<file path="src/rtl/arith_pkg.sv">
// Shared definitions for the arithmetic unit (divider side).
//
// Contents:
//   DEFAULT_WIDTH  default operand / quotient / remainder width in bits.
//   cnt_width()    width of an iteration counter that must hold the value
//                  WIDTH itself, i.e. clog2(WIDTH+1).
//   div_state_t    control FSM states of the sequential divider.
package arith_pkg;

    localparam int DEFAULT_WIDTH = 16;

    // The counter is loaded with WIDTH (not WIDTH-1), so it needs one value
    // more than a plain index into the operand.
    function automatic int cnt_width(input int width);
        return $clog2(width + 1);
    endfunction

    typedef enum logic [1:0] {
        IDLE = 2'd0,
        RUN  = 2'd1,
        DONE = 2'd2
    } div_state_t;

endpackage

</file>
<file path="src/rtl/div_step.sv">
// One combinational iteration of restoring division.
//
// The partial remainder A is shifted left one place, taking in the top bit of
// the dividend/quotient register Q. The divisor M is trial-subtracted. If the
// difference is non-negative it becomes the new A and a 1 enters the quotient.
// Otherwise the shifted value is kept (the "restore") and a 0 enters it.
//
// Ports:
//   a       in   WIDTH+1  current partial remainder
//   q       in   WIDTH    dividend bits not yet consumed / quotient so far
//   m       in   WIDTH    divisor
//   a_next  out  WIDTH+1  partial remainder after this iteration
//   q_next  out  WIDTH    Q shifted left with the new quotient bit in bit 0
module div_step #(
    parameter int WIDTH = 16
) (
    input  logic [WIDTH:0]   a,
    input  logic [WIDTH-1:0] q,
    input  logic [WIDTH-1:0] m,
    output logic [WIDTH:0]   a_next,
    output logic [WIDTH-1:0] q_next
);

    logic [WIDTH:0] shifted;
    logic [WIDTH:0] trial;

    // A always stays below M, so A[WIDTH] is zero between iterations. It is
    // dropped by the shift and is only carried for the register's width.
    logic unused_a_msb;
    assign unused_a_msb = a[WIDTH];

    assign shifted = {a[WIDTH-1:0], q[WIDTH-1]};

    // Since shifted <= 2M-1, a non-negative difference is below M < 2^WIDTH.
    // Bit WIDTH of the difference is therefore a correct borrow/sign flag.
    assign trial = shifted - {1'b0, m};

    always_comb begin
        if (!trial[WIDTH]) begin
            a_next = trial;
            q_next = {q[WIDTH-2:0], 1'b1};
        end else begin
            a_next = shifted;
            q_next = {q[WIDTH-2:0], 1'b0};
        end
    end

endmodule

</file>
<file path="src/rtl/restoring_divider.sv">
// Sequential unsigned divider, one restoring-division iteration per clock.
// It uses a start/done handshake that matches the shift/add multiplier, so
// both can sit in the same arithmetic unit.
//
// Ports:
//   clk          in   1      rising-edge clock
//   rst_n        in   1      asynchronous active-low reset
//   start        in   1      request a division; only looked at in IDLE
//   dividend     in   WIDTH  unsigned dividend, captured with start
//   divisor      in   WIDTH  unsigned divisor, captured with start
//   busy         out  1      high while iterating (RUN)
//   done         out  1      single-cycle pulse, results valid
//   quotient     out  WIDTH  result, held until the next completion
//   remainder    out  WIDTH  result, held until the next completion
//   div_by_zero  out  1      set with done when divisor was 0, held
//
// Timing: start is sampled at edge E0. done is high in the cycle after edge
// E0+WIDTH. It is high in the cycle after E0 when the divisor is zero.
// After done the FSM spends one cycle in DONE and then returns to IDLE.
// A start that is held high is therefore taken again one cycle after done.
module restoring_divider
    import arith_pkg::*;
#(
    parameter int WIDTH = DEFAULT_WIDTH
) (
    input  logic             clk,
    input  logic             rst_n,
    input  logic             start,
    input  logic [WIDTH-1:0] dividend,
    input  logic [WIDTH-1:0] divisor,
    output logic             busy,
    output logic             done,
    output logic [WIDTH-1:0] quotient,
    output logic [WIDTH-1:0] remainder,
    output logic             div_by_zero
);

    localparam int CNT_W = cnt_width(WIDTH);

    div_state_t       state_reg, state_next;
    logic [WIDTH:0]   a_reg, a_next;
    logic [WIDTH-1:0] q_reg, q_next;
    logic [WIDTH-1:0] m_reg, m_next;
    logic [CNT_W-1:0] count_reg, count_next;
    logic             busy_reg, busy_next;
    logic             done_reg, done_next;
    logic [WIDTH-1:0] quotient_reg, quotient_next;
    logic [WIDTH-1:0] remainder_reg, remainder_next;
    logic             dbz_reg, dbz_next;

    logic [WIDTH:0]   step_a;
    logic [WIDTH-1:0] step_q;

    div_step #(
        .WIDTH (WIDTH)
    ) u_step (
        .a      (a_reg),
        .q      (q_reg),
        .m      (m_reg),
        .a_next (step_a),
        .q_next (step_q)
    );

    // State and datapath registers
    always_ff @(posedge clk or negedge rst_n) begin
        if (!rst_n) begin
            state_reg     <= IDLE;
            a_reg         <= '0;
            q_reg         <= '0;
            m_reg         <= '0;
            count_reg     <= '0;
            busy_reg      <= 1'b0;
            done_reg      <= 1'b0;
            quotient_reg  <= '0;
            remainder_reg <= '0;
            dbz_reg       <= 1'b0;
        end else begin
            state_reg     <= state_next;
            a_reg         <= a_next;
            q_reg         <= q_next;
            m_reg         <= m_next;
            count_reg     <= count_next;
            busy_reg      <= busy_next;
            done_reg      <= done_next;
            quotient_reg  <= quotient_next;
            remainder_reg <= remainder_next;
            dbz_reg       <= dbz_next;
        end
    end

    // Next-state and datapath control
    always_comb begin
        state_next     = state_reg;
        a_next         = a_reg;
        q_next         = q_reg;
        m_next         = m_reg;
        count_next     = count_reg;
        busy_next      = busy_reg;
        done_next      = 1'b0;
        quotient_next  = quotient_reg;
        remainder_next = remainder_reg;
        dbz_next       = dbz_reg;

        unique case (state_reg)
            IDLE: begin
                if (start) begin
                    if (divisor != '0) begin
                        a_next     = '0;
                        q_next     = dividend;
                        m_next     = divisor;
                        count_next = CNT_W'(WIDTH);
                        busy_next  = 1'b1;
                        state_next = RUN;
                    end else begin
                        // Divide by zero skips the iterations. It returns
                        // all-ones and passes the dividend through.
                        quotient_next  = '1;
                        remainder_next = dividend;
                        dbz_next       = 1'b1;
                        done_next      = 1'b1;
                        state_next     = DONE;
                    end
                end
            end

            RUN: begin
                a_next     = step_a;
                q_next     = step_q;
                count_next = count_reg - CNT_W'(1);
                if (count_reg == CNT_W'(1)) begin
                    // div_by_zero belongs to the visible result set. It is
                    // cleared here, at completion, so that the previous
                    // result stays intact for the whole operation.
                    quotient_next  = step_q;
                    remainder_next = step_a[WIDTH-1:0];
                    dbz_next       = 1'b0;
                    done_next      = 1'b1;
                    busy_next      = 1'b0;
                    state_next     = DONE;
                end
            end

            DONE: begin
                state_next = IDLE;
            end

            default: begin
                state_next = IDLE;
                busy_next  = 1'b0;
            end
        endcase
    end

    assign busy        = busy_reg;
    assign done        = done_reg;
    assign quotient    = quotient_reg;
    assign remainder   = remainder_reg;
    assign div_by_zero = dbz_reg;

endmodule

</file>
<file path="config.mk">
export PLATFORM = sky130hd
export DESIGN_NAME = restoring_divider
export DESIGN_NICKNAME = d
export VERILOG_FILES = /design/src/rtl/arith_pkg.sv /design/src/rtl/div_step.sv /design/src/rtl/restoring_divider.sv
export SDC_FILE = /design/constraint.sdc
export NUM_CORES = 1
export LEC_CHECK = 0
export CELL_PAD_IN_SITES_DETAIL_PLACEMENT = 1
export CELL_PAD_IN_SITES_GLOBAL_PLACEMENT = 1
export CORE_ASPECT_RATIO = 1.1
export CORE_MARGIN = 1
export CORE_UTILIZATION = 42
export DETAILED_ROUTE_END_ITERATION = 8
export GPL_TIMING_DRIVEN = 0
export PLACE_DENSITY = 0.87
export SETUP_SLACK_MARGIN = 0.5
export SLEW_MARGIN = 0
export SYNTH_ARGS = -nofsm -noshare
export SYNTH_HDL_FRONTEND = slang
export SYNTH_SLANG_ARGS = --single-unit
</file>
<file path="constraint.sdc">
create_clock -name clk -period 3.6 [get_ports clk]
set_input_delay 0.72 -clock clk [delete_from_list [all_inputs] [get_ports clk]]
set_output_delay 0.72 -clock clk [all_outputs]
set_load 0.1 [all_outputs]
</file>
==> out/qor.csv, run 1 <==
metric;value;unit
routed-via-count;3987;
finalCritPeriodShare;83.05;%
postLayoutCellArea;5933;um^2
edff_count_synth;0;
leading_area_contributor_after_synthesis;dfrtp_1;
critPathKind;flip-flop to flip-flop;
initial_utilization;43.89;%
timing_worst_slew_pin_value;992.9;ps
cts_root_buf;clkbuf_16;
setup_repair_after_global_routing_missed_its_margin;true;
numClockSinks;90;
final_hold_viol_count;0;
worst_slew_margin_rel;33.60;%
route.detailed.drc;0;
yosysTopAreaCellShare;48.47;%
ff_latch_area;2252;um^2
place.detailed.hpwl;10520;um
fill_cells;1181;
hold_slack;333.8;ps
n_antenna_cell;0;
core.rowCount;39;
core_area;10590;um^2
count_of_h_tree_levels_built_during_cts;3;
total_cts_buffers;9;
final_period_minus_worst_setup_slack;2990;ps
synthDistinctLibCells;50;
dr.first_iter.drc_count;253;
detailedRoute.firstPassIterationCount;4;
synth_warnings;0;
yosys.area_share.xor_xnor;3.608;%
clock_tree.buffer_depth;2;
die_area;11490;um^2
setup.worst_path.start_class;flip-flop;
cts_tree;built;
synth_compound_area_share;17.37;%
cp_max_fanout;10;
area_growth_syn_to_layout;27.68;%
outcome;completed;
slew_violations;0;
drt.antenna.violating_nets;0;
multi_input_comb_area;2243;um^2
nets_in_the_synthesized_netlist;506;
track_usage;26.42;%
placement.cell_area;5542;um^2
synth_simple_gate_area_share;11.50;%
final_wirelength;14030;um
cap_violations;0;
global_route_wire_length_before_repair;22710;um
fin_nets;589;
globalRouteOverflowTotal;0;
grt_pass1_vias;4369;
synthMuxAreaShare;9.962;%
syn-instance-count;452;
routedWlPerCell;20.53;um
drive_above_1_share;9.630;%
total_of_endpoints_with_negative_setup_slack_in_the_final_report;0;
timing.fmax;334.5;MHz
vias_per_cell;5.837;
gpl_wtd_cong;0.8117;
critPathRequiredTime;3810;ps
hold_buffers;0;
count_of_input_and_output_buffers;69;
worst_ep_arrival_time;3200;ps
asyncSetResetFlopFracSynth;100.0;%
yosys-top-cells-area;dfrtp_1 48%, mux2i_1 5.6%, ha_1 4.8%;
number_of_antenna_violations_at_the_first_check_in_global_routing;0;
largest_net_degree_at_the_start_of_global_routing;56;
synth_seq_cells;90;
synth-adder-area-share;5.277;%
worst_skew_pair.late_latency;350;ps
synthesis.area;4647;um^2
worst_setup_skew_after_layout;7.382;ps
boundaryPins;70;
dieWidth;102.3;um
avgSynthCellArea;10.28;um^2
fp.dieH;112.3;um
synth_ff_type;dfrtp_1;
cts.clk_slew.worst_paths;70;ps
final.setup.tns;0;ps
min-delay-path-class;primary input to async pin;
combinational_family_with_the_most_area_after_synthesis;compound AO/OA/AOI/OAI gates;
setup.worst_path.end_class;flip-flop;
synth.yosys.seq_area_share;48.47;%
per-stage QoR:
| step | setup slack [ps] | std cells | utilization (%) |
|---|---|---|---|
| CTS | 565.5 | 683 | 55.81 |
| global route | 495.1 | 683 | 56.03 |
| detailed placement | 8.649 | 665 | 52.33 |
| floorplan | 1017 | 452 | - |
| global placement | -1419 | 664 | 52.10 |
| finish | 610.2 | 683 | 56.03 |
cells by family (layout without fill, tap and decap cells):
group / count (synthesis) / after routing
DFF: 90 / 90
muxes: 44 / 44
buffers and inverters: 45 / 133
xor gates and xnor gates: 17 / 17
AOI/OAI and AO/OA: 124 / 124
and+or+nand+nor: 113 / 113
adders and majority gates: 19 / 19
final timing paths:
check                                      endpoint  slack [ps]                    start  cells after the start
hold reg to reg             quotient[4]$_DFFE_PN0P_         490  quotient[4]$_DFFE_PN0P_                      1
max in group asynchronous     m_reg[13]$_DFFE_PN0P_        2630                    rst_n                      2
setup reg to reg           remainder[5]$_DFFE_PN0P_         610    q_reg[15]$_DFFE_PN0P_                     11
hold / removal                       done$_DFF_PN0_         330                    rst_n                      1
min in group clk            quotient[4]$_DFFE_PN0P_         490  quotient[4]$_DFFE_PN0P_                      1
setup / recovery           remainder[5]$_DFFE_PN0P_         610    q_reg[15]$_DFFE_PN0P_                     11
synth_stat cells (5+ instances only):
cell and n:
o22ai_1 6, a21oi_1 21, dfrtp_1 90, inv_1 23, o22a_1 15, a21o_1 5
o21ai_0 41, mux2_2 18, xor2_1 5, nand3_1 19, clkbuf_1 15, xnor2_1 11
nor3_1 6, nand2_1 34, nor2_1 27, a22oi_1 5, nand2b_1 6, ha_1 18
nor4_1 5, mux2i_1 26
metal layers:
layer / track usage, % / wire length [um] / part of all wire (%)
met3: 4.919 / 634 / 4.5
met1: 31.45 / 5828 / 42
met5: 0 / 0 / 0
met4: 8.667 / 293 / 2.1
met2: 47.29 / 7268 / 52
area by class of cell:
type	instances	share of cell area, %
multi-input combinational	317	37.81
clock buffer	12	4.154
timing repair buffer	72	12.74
tap	143	3.016
sequential	90	37.96
buffer	21	1.539
inverter	24	1.518
clock inverter	4	1.265
cell usage in the layout, fill, tap and decap left out, types with 4 or more instances in the layout:
cell type and n:
a21o_1 5, a21oi_1 21, a22oi_1 5, a31oi_1 4, clkbuf_1 16, clkbuf_16 9, clkdlybuf4s50_1 68, dfrtp_1 90
ha_1 18, inv_1 23, mux2_2 18, mux2i_1 23, nand2_1 34, nand2b_1 6, nand3_1 19, nor2_1 26
nor3_1 6, nor4_1 5, o211ai_1 4, o21a_1 4, o21ai_0 41, o22a_1 15, o22ai_1 6, xnor2_1 10
xor2_1 5
repair_timing:
item                       in CTS  in global routing
setup endpoints to repair      26                 31
setup buffers                   2                  0
resized for setup               2                  8
critical path, cell delays in order (launching register included):
cell	delay, ps
dfrtp_1	350
inv_1	80
ha_1	240
fa_1	460
nor2b_4	150
o31ai_2	100
a211oi_2	300
a31o_4	250
xor2_4	260
buf_6	210
mux2i_1	320
o21ai_0	120
Power of run 1 is not shown: default switching activity piles up to over one toggle a cycle in this logic, so the estimate is an artifact.
==> run 2, diff against run 1 <==
==> constraint.sdc (replaced) <==
create_clock -name clk -period 2.9 [get_ports clk]
set_input_delay 0.58 -clock clk [delete_from_list [all_inputs] [get_ports clk]]
set_output_delay 0.58 -clock clk [all_outputs]
set_load 0.1 [all_outputs]
==> out/qor.csv, run 2 (same netlist as run 1, synthesis figures left out) <==
metric;value;unit
timing.fmax;332.4;MHz
place.detailed.hpwl;10750;um
layout.cells.most_common_list;88 x dfrtp_1, 35 x dlygate4sd2_1, 33 x clkdlybuf4s50_1;
number_of_antenna_violations_at_the_first_check_in_global_routing;0;
critPathRequiredTime;3100;ps
worst_setup_skew_after_layout;10.40;ps
total_cts_buffers;9;
worst_ep_arrival_time;3210;ps
crit_path_cell_trace;inv_2 > ha_4 > fa_2 > nor2b_4 > o31ai_4 > a211oi_2 > a31o_4 > xor2_4 > buf_12 > buf_6 > mux2i_4 > o211ai_1;
critPathKind;flip-flop to flip-flop;
slew_violations;0;
regToRegSetupSlack;-110;ps
global_route_wire_length_before_repair;27340;um
fill_cells;1122;
globalRouteOverflowTotal;0;
placement.cell_area;5608;um^2
detailedRoute.firstPassIterationCount;5;
setup_repair_after_global_routing_missed_its_margin;true;
die_area;11490;um^2
worst_r2r_startpoint;q_reg[15]$_DFFE_PN0P_;
dieWidth;102.3;um
core_area;10590;um^2
postLayoutCellArea;6445;um^2
cts.clk_slew.worst_paths;70;ps
dr.first_iter.drc_count;321;
cts_root_buf;clkbuf_16;
numClockSinks;90;
clock_tree.buffer_depth;2;
final_period_minus_worst_setup_slack;3008;ps
n_antenna_cell;0;
total_of_endpoints_with_negative_setup_slack_in_the_final_report;10;
routedWlPerCell;28.32;um
cap_violations;0;
route.detailed.drc;0;
gpl_wtd_cong;0.8092;
fp.dieH;112.3;um
cts_tree;built;
drive_above_1_share;22.28;%
rr_worst_depth;12;
count_of_h_tree_levels_built_during_cts;3;
finalCritPeriodShare;103.7;%
worst_skew_pair.late_latency;360;ps
largest_net_degree_at_the_start_of_global_routing;73;
regToRegEndpoint;remainder[12]$_DFFE_PN0P_;
hold_buffers;0;
slowest_delay;440;ps
failed_checks;negative setup slack;
count_of_input_and_output_buffers;69;
initial_utilization;43.89;%
min-delay-path-class;primary input to async pin;
boundaryPins;70;
vias_per_cell;6.405;
core.rowCount;39;
worst_slew_margin_rel;33.43;%
setup.worst_path.start_class;flip-flop;
track_usage;32.21;%
area_growth_syn_to_layout;38.69;%
outcome;finished, violations left;
grt_pass1_vias;4761;
cp_max_fanout;7;
fin_nets;610;
timing_worst_slew_pin_value;1003;ps
setup.worst_path.end_class;flip-flop;
final_hold_viol_count;0;
final_critical_path_setup_slack;-108.2;ps
leading_cell_type_in_the_layout_fill_and_taps_excluded;dfrtp_1;
slowest_stage;dfrtp_1;
drt.antenna.violating_nets;0;
final_wirelength;19940;um
routed-via-count;4509;
## run 2: worst max path at each step
stage / slack (ps) / start / cells after the start / to
after floorplan: 430 / q_reg[15]$_DFFE_PN0P_ / 11 / remainder[11]$_DFFE_PN0P_
after global placement: -2010 / rst_n / 1 / m_reg[4]$_DFFE_PN0P_
after detailed placement: -490 / divisor[3] / 6 / m_reg[10]$_DFFE_PN0P_
after CTS: 30 / q_reg[15]$_DFFE_PN0P_ / 12 / remainder[9]$_DFFE_PN0P_
after global routing: -110 / q_reg[15]$_DFFE_PN0P_ / 12 / remainder[12]$_DFFE_PN0P_
final: -110 / q_reg[15]$_DFFE_PN0P_ / 12 / remainder[12]$_DFFE_PN0P_
## run 2: final cells by class
| class | count | area (um^2) | share of cell area (%) |
|---|---|---|---|
| plain buffers | 21 | 123.9 | 1.922 |
| clock buffers | 9 | 225.2 | 3.494 |
| clock inverters | 7 | 75.07 | 1.165 |
| inverters | 24 | 92.59 | 1.437 |
| multi-input cells | 317 | 2619 | 40.63 |
| flip-flops and latches | 90 | 2255 | 34.98 |
| well taps | 143 | 178.9 | 2.776 |
| repair buffers | 93 | 875.8 | 13.59 |
## run 2: layer usage
layer | wire, um | track usage (%) | vias up
li1 | - | - | 1838
met1 | 7317 | 37.83 | 2330
met2 | 10110 | 55.21 | 245
met3 | 1209 | 7.161 | 96
met4 | 1301 | 15.14 | 0
met5 | 0 | 0 | -
## run 2: through the flow
step           setup slack [ps]  utilization [%]  hold slack (ps)  instances  TNS (ps)
5_1_grt                  -110.3            60.86            110.1        704    -496.3
3_5_place_dp             -493.1            52.96            478.8        665    -17810
6_report                 -108.2            60.86            89.35        704    -316.4
2_1_floorplan             427.4                -            284.4        452         0
4_1_cts                   25.23            58.87            107.7        694         0
3_3_place_gp              -2005            52.72            469.4        664   -195120
## run 2: critical path: cells and delay by family, from the launching register on
| family | cells | cell delay (ps) |
|---|---|---|
| AOI/OAI and AO/OA | 4 | 850 |
| adders and majority gates | 2 | 540 |
| DFF | 1 | 440 |
| buffers and inverters | 3 | 380 |
| muxes | 1 | 310 |
| xor gates and xnor gates | 1 | 180 |
| and+or+nand+nor | 1 | 160 |
## run 2: timing repair
action,4_1_cts,5_1_grt
pin swaps,8,8
endpoints found under the setup margin,122,70
setup buffers,13,10
gates resized for setup,96,40
Power of run 2 is left out for the same reason.
==> run 3, diff against run 2 <==
--- a/config.mk
+++ b/config.mk
@@ -14,7 +14,6 @@
 export GPL_TIMING_DRIVEN = 0
 export PLACE_DENSITY = 0.87
 export SETUP_SLACK_MARGIN = 0.5
-export SLEW_MARGIN = 0
 export SYNTH_ARGS = -nofsm -noshare
 export SYNTH_HDL_FRONTEND = slang
 export SYNTH_SLANG_ARGS = --single-unit
==> results of run 3 <==
Same layout as run 2: the final DEF is identical, and so are final timing and power.
Power of run 3 is left out for the same reason.
